[src/rtl/fetch_pkg.sv]
// fetch_pkg: shared types and constants for the fetch stage
package fetch_pkg;
   typedef logic [31:0] word_t;
   typedef enum logic [1:0] {BOOT, FETCH, FLUSH} fetch_state_t;
   localparam word_t DEFAULT_RESET_PC = 32'h0000_3000;
endpackage

[src/rtl/fetch_sequencer.sv]
// fetch_sequencer: owns the fetch PC, sequences the predictor and inserts flush bubbles on redirect
module fetch_sequencer
   import fetch_pkg::*;
#(
   parameter word_t       RESET_PC         = DEFAULT_RESET_PC,
   parameter int unsigned REDIRECT_BUBBLES = 1
) (
   input  logic        clk,
   input  logic        reset_n,
   input  logic        stall,
   input  logic        imem_ready,
   input  logic [31:0] imem_instr,
   input  logic [31:0] pred_pc,
   input  logic        resolve_valid,
   input  logic        resolve_miss,
   input  logic [31:0] resolve_branch_pc,
   input  logic [31:0] resolve_branch_instr,
   input  logic [31:0] resolve_target,
   output logic [31:0] fetch_pc,
   output logic        fetch_valid,
   output logic        fetch_fire,
   output logic [31:0] cur_pc,
   output logic [31:0] cur_instr,
   output logic        pred_en,
   output logic        miss,
   output logic [31:0] prev_pc,
   output logic [31:0] prev_instr,
   output logic [31:0] miss_count
);
   localparam logic [2:0] BUBBLES = 3'(REDIRECT_BUBBLES);
   fetch_state_t state_q, state_d;
   word_t        pc_q, pc_d, prev_pc_q, prev_pc_d, prev_instr_q, prev_instr_d, miss_count_q, miss_count_d;
   logic [2:0]   cnt_q, cnt_d;
   logic         miss_q, redirect;
   assign redirect    = resolve_valid & resolve_miss;
   assign fetch_valid = state_q == FETCH;
   assign fetch_fire  = fetch_valid & imem_ready & ~stall & ~redirect;
   assign pred_en     = fetch_fire;
   assign fetch_pc    = pc_q;
   assign cur_pc      = pc_q;
   assign cur_instr   = imem_instr;
   assign miss        = miss_q;
   assign prev_pc     = prev_pc_q;
   assign prev_instr  = prev_instr_q;
   assign miss_count  = miss_count_q;
   always_comb begin
      state_d      = state_q;
      pc_d         = pc_q;
      cnt_d        = cnt_q;
      miss_count_d = miss_count_q;
      prev_pc_d    = resolve_valid ? resolve_branch_pc : prev_pc_q;
      prev_instr_d = resolve_valid ? resolve_branch_instr : prev_instr_q;
      if (redirect) begin
         pc_d         = {resolve_target[31:2], 2'b00};
         cnt_d        = BUBBLES;
         state_d      = (BUBBLES == 3'd0) ? FETCH : FLUSH;
         miss_count_d = miss_count_q + 32'd1;
      end else begin
         pc_d    = fetch_fire ? {pred_pc[31:2], 2'b00} : pc_q;
         cnt_d   = (state_q == FLUSH) ? cnt_q - 3'd1 : cnt_q;
         // BOOT and FETCH both land in FETCH; FLUSH leaves once the last bubble is spent
         state_d = (state_q == FLUSH && cnt_q > 3'd1) ? FLUSH : FETCH;
      end
   end
   always_ff @(posedge clk or negedge reset_n) begin
      if (!reset_n) begin
         state_q      <= BOOT;
         pc_q         <= RESET_PC;
         cnt_q        <= 3'd0;
         miss_q       <= 1'b0;
         prev_pc_q    <= '0;
         prev_instr_q <= '0;
         miss_count_q <= '0;
      end else begin
         state_q      <= state_d;
         pc_q         <= pc_d;
         cnt_q        <= cnt_d;
         miss_q       <= redirect;
         prev_pc_q    <= prev_pc_d;
         prev_instr_q <= prev_instr_d;
         miss_count_q <= miss_count_d;
      end
   end
endmodule

[config.mk]
export PLATFORM = sky130hd
export DESIGN_NAME = fetch_sequencer
export DESIGN_NICKNAME = d
export VERILOG_FILES = /design/src/rtl/fetch_pkg.sv /design/src/rtl/fetch_sequencer.sv
export SDC_FILE = /design/constraint.sdc
export NUM_CORES = 1
export LEC_CHECK = 0
export BUFFER_PORTS_ARGS = -buffer_cell sky130_fd_sc_hd__buf_2
export CORE_AREA = 8 8 134 136
export CTS_CLUSTER_DIAMETER = 60
export DETAILED_ROUTE_END_ITERATION = 8
export DIE_AREA = 0 0 142 144
export GPL_TIMING_DRIVEN = 0
export PLACE_DENSITY = 0.73
export SETUP_SLACK_MARGIN = 0.5
export SLEW_MARGIN = 0
export SYNTH_ARGS = -nofsm -noshare
export SYNTH_HDL_FRONTEND = slang
export SYNTH_SLANG_ARGS = --single-unit
[constraint.sdc]
create_clock -name clk -period 2.85 [get_ports clk]
set_input_delay 0.855 -clock clk [delete_from_list [all_inputs] [get_ports clk]]
set_output_delay 0.855 -clock clk [all_outputs]
set_load 0.02 [all_outputs]
# Word-level counts from Yosys, hierarchy flattened
# Index checks and enable logic that the tools add are counted.
[classes]
n_lt_le_gt_ge = 1
mux = 6
reduce_logical = 3
n_addsub = 2
bitwise_logic = 6
eq_ne = 2
[ops]
columns = ["operator", "count"]
rows = [
  ["$mux 32", 2],
  ["$add 32x1->32 const B", 1],
  ["$mux 3", 2],
  ["$and 1x1->1", 4],
  ["$mux 2", 2],
  ["$reduce_bool 2->1", 2],
  ["$gt 3x1->1 const B", 1],
  ["$sub 3x1->3 const B", 1],
  ["$eq 2x1->1 const B", 1],
  ["$eq 2x2->1 const B", 1],
  ["$not 1->1", 2],
  ["$logic_and 1x1->1", 1],
]
[word_totals]
elab_cells = 27
output_inout_bits = 196
regBits = 134
input_bits = 166

# Depth between registers and ports, before layout
[depth]
word_depth = 6
ltp_mapped = 6
ltp_nobuf = 5

# Least setup slack after synthesis
# OpenSTA, ideal clock, no wires.
[synth_path]
path_type = "input-to-output"
startpoint = "input port stall"
endpoint = "output port pred_en"
slack_ps = 80
stages = 5
t_arrival_ps = 1915
path_cell_list = "and3b_1 > clkbuf_1 > buf_2 > and2_1 > buf_4"
[synth_between]
elab_chain_len = 3
[synth_rtl]
columns = ["item", "line", "rtl"]
rows = [
  ["start, declared", "fetch_sequencer.sv:10", "input logic stall,"],
  ["$not 1->1", "fetch_sequencer.sv:37", "assign fetch_fire = fetch_valid & imem_ready & ~stall & ~redirect;"],
  ["$and 1x1->1 (2 in series)", "fetch_sequencer.sv:37", ""],
  ["end, declared", "fetch_sequencer.sv:24", "output logic pred_en,"],
]
# No other way between the ends.

# Worst setup path after layout
[layout_path]
startpoint = "input port imem_ready"
endpoint = "output port pred_en"
[layout_between]
elab_chain_len = 3
[layout_rtl]
columns = ["item", "line", "rtl"]
rows = [
  ["start, declared", "fetch_sequencer.sv:11", "input logic imem_ready,"],
  ["$and 1x1->1 (3 in series)", "fetch_sequencer.sv:37", ""],
]
# No other way between the ends.

==> results.toml <==
[status]
outcome = "complete, no violations"

[finish]
most-common-layout-cells = "320 x buf_2, 130 x dfrtp_1, 68 x buf_4"
area_delta_synth_final_pct = 42.90
diodes = 0
fin_util_pct = 53.53
fill_cells = 1421
final_common_cell = "buf_2"
fin_cells = 1074
drive_above_1_share_pct = 59.25
nets = 1010

[drt]
vias = 4815
drc = 0
drtPass1Iterations = 4
wirelength_um = 17860
viasPerCell = 4.483
postRouteAntennaNets = 0
dr.first_iter.drc_count = 125
avgRoutedWirePerCell_um = 16.63

[synth]
yosysWarnings = 0
synth_cell_types = 33
avgSynthCellArea_um2 = 12.15
seq_area_frac_synth_pct = 54.97
synth-seq-cells = 132
netlist_top_cells_area = "dfrtp_1 54%, mux2_2 12%, buf_4 8.4%"
synth_top_cell_area_share_pct = 54.10
syn_area_um2 = 6013
yosys.area.top_type = "dfrtp_1"
netlist_instances = 495

[pwr]
powerDensity_nw_per_um2 = 667.7
p_total_mw = 5.738
ir_drop_uv = 357.4
p_leak_nw = 4.470

[die]
rows = 47
ioPinCount = 362
die-area_um2 = 20450
fp.dieH_um = 144
core_um2 = 16050
start_util_pct = 37.46
die_width_um = 142

[cts]
clk_pin_slew_ns = 0.06
clock-root-buffer = "clkbuf_16"
clock-sinks = 132
clockBufferDepth = 2
cts_tree = "built"
h-tree-depth = 4
clock_latency_ns = 0.41
numCtsBuffers = 17

[sta]
hold_viol = 0
timing.final.ws_setup_ns = 0.2761
setup_viol = 0
drv_slew = 0
max-slew-margin-rel_pct = 54.26
worst_pin_slew_ns = 0.6862
fin_crit_sh_pct = 90.31
setup_tns_ns = 0
finalClockSkew_ns = 0.007766
period_needed_ns = 2.574
max_freq_mhz = 388.5
rsz0062_at_grt = "true"

[critical_path]
end_kind = "output pin"
worstSetupStartpoint = "imem_ready"
r2r-start = "miss_count[2]"
critPathRequiredTime_ns = 2.00
reg2reg_depth = 6
worstPathMaxFanout = 2
critical_path_class = "in -> out"
cp.arrival_ns = 1.72
critPathLaunchType = "input port"

[placed_design]
port-buffer-count = 321
dp_hpwl_um = 14180
pre_cts_slack_ns = 0.1000
dpl.cell_count = 1040
gp_congestion = 0.8251

[min_path]
hold_path_class = "in -> async"

[job]
maxCapViolCount = 0

[grt]
grt_pass1_wl_um = 27370
grt_pass1_vias = 5197
grt_max_degree = 73
antenna_found_initial = 0
grt.total_usage_pct = 17.21
globalRoute.totalOverflow = 0
## synth_stat cells
cell / n
buf_4: 67
o21ai_0: 22
mux2_2: 64
nor4_1: 2
xnor2_1: 14
buf_6: 1
buf_1: 1
and2_1: 4
a211oi_1: 1
and4_1: 2
nor3_1: 9
ha_1: 3
mux2i_1: 30
conb_1: 1
and3b_1: 1
nand2_1: 50
nand4_1: 7
xor2_1: 19
and3_1: 5
nor4_4: 2
nand4_2: 1
nor4_2: 5
inv_1: 8
a21oi_1: 1
dfstp_2: 2
nor2_1: 6
o21ai_1: 9
clkbuf_1: 16
buf_2: 3
nor2b_1: 2
dfrtp_1: 130
nand3_1: 6
or4_4: 1
## registers in the layout, indices dropped and copies added (netlist names)
register    count
miss            1
prev_pc        32
miss_count     32
cnt_q           3
cur_pc         30
state_q         2
prev_instr     32
## critical path, stage by stage
cell and delay [ns]:
buf_6 0.09, and3b_1 0.16, clkbuf_8 0.13, buf_8 0.11, and2_4 0.15, buf_6 0.10, buf_6 0.12
## power by group
group	total, mW	internal (mW)	switching [mW]
registers	2.23	2.08	0.146
clock network	2.17	1.32	0.852
logic	1.34	0.570	0.767
total	5.74	3.97	1.77
## per-stage QoR
stage	instance area (um^2)	hold slack, ns
after detailed placement	7954	0.4585
after global placement	7920	0.4502
after global routing	8593	0.4925
after CTS	8584	0.4700
after floorplan	6038	0.4995
final	8593	0.4507
## layout make-up
cell class	instances	area [um^2]	share of cell area, %
sequential	132	3306	38.47
clock inverter	14	151.4	1.762
tap	220	275.3	3.203
timing repair buffer	324	1668	19.41
clock buffer	18	439.2	5.111
buffer	88	618.1	7.193
inverter	8	30.03	0.3494
multi-input combinational	270	2106	24.50
## repair_timing
item / CTS / global route
pin swaps: 0 / 1
hold buffers: 0 / 0
gates resized for setup: 6 / 4
buffers inserted: 2 / 0
endpoints found under the setup margin: 2 / 3
## path summary, 6_finish.rpt
kind                                       end  slack (ns)
worst max register to register  miss_count[18]        0.85
worst min register to register  miss_count[31]        0.47
max in group asynchronous        miss_count[9]        1.63
worst min-delay path            prev_instr[10]        0.45
min in group clk                miss_count[31]        0.47
worst max-delay path                   pred_en        0.28
## layer usage
metal | share of wire, % | routed length [um] | GRT usage (%) | vias up
li1 | - | - | - | 2300
met1 | 37 | 6537 | 17.85 | 2273
met2 | 49 | 8826 | 29.32 | 232
met3 | 13 | 2357 | 9.838 | 10
met4 | 0.76 | 135 | 4.579 | 0
met5 | 0 | 0 | 0 | -
## logic make-up after synthesis
logic type               after synthesis  synth area share, %
adder cells (fa/ha/maj)                3               0.6243
multiplexers                          94                16.98
other                                  1              0.06236
flip-flops                           132                54.97
AO/OA/AOI/OAI                         33                2.788
buffers and inverters                 96                10.36
XOR/XNOR                              33                4.807
AND/OR/NAND/NOR                      103                9.405
(Power assumes the default switching activity.)
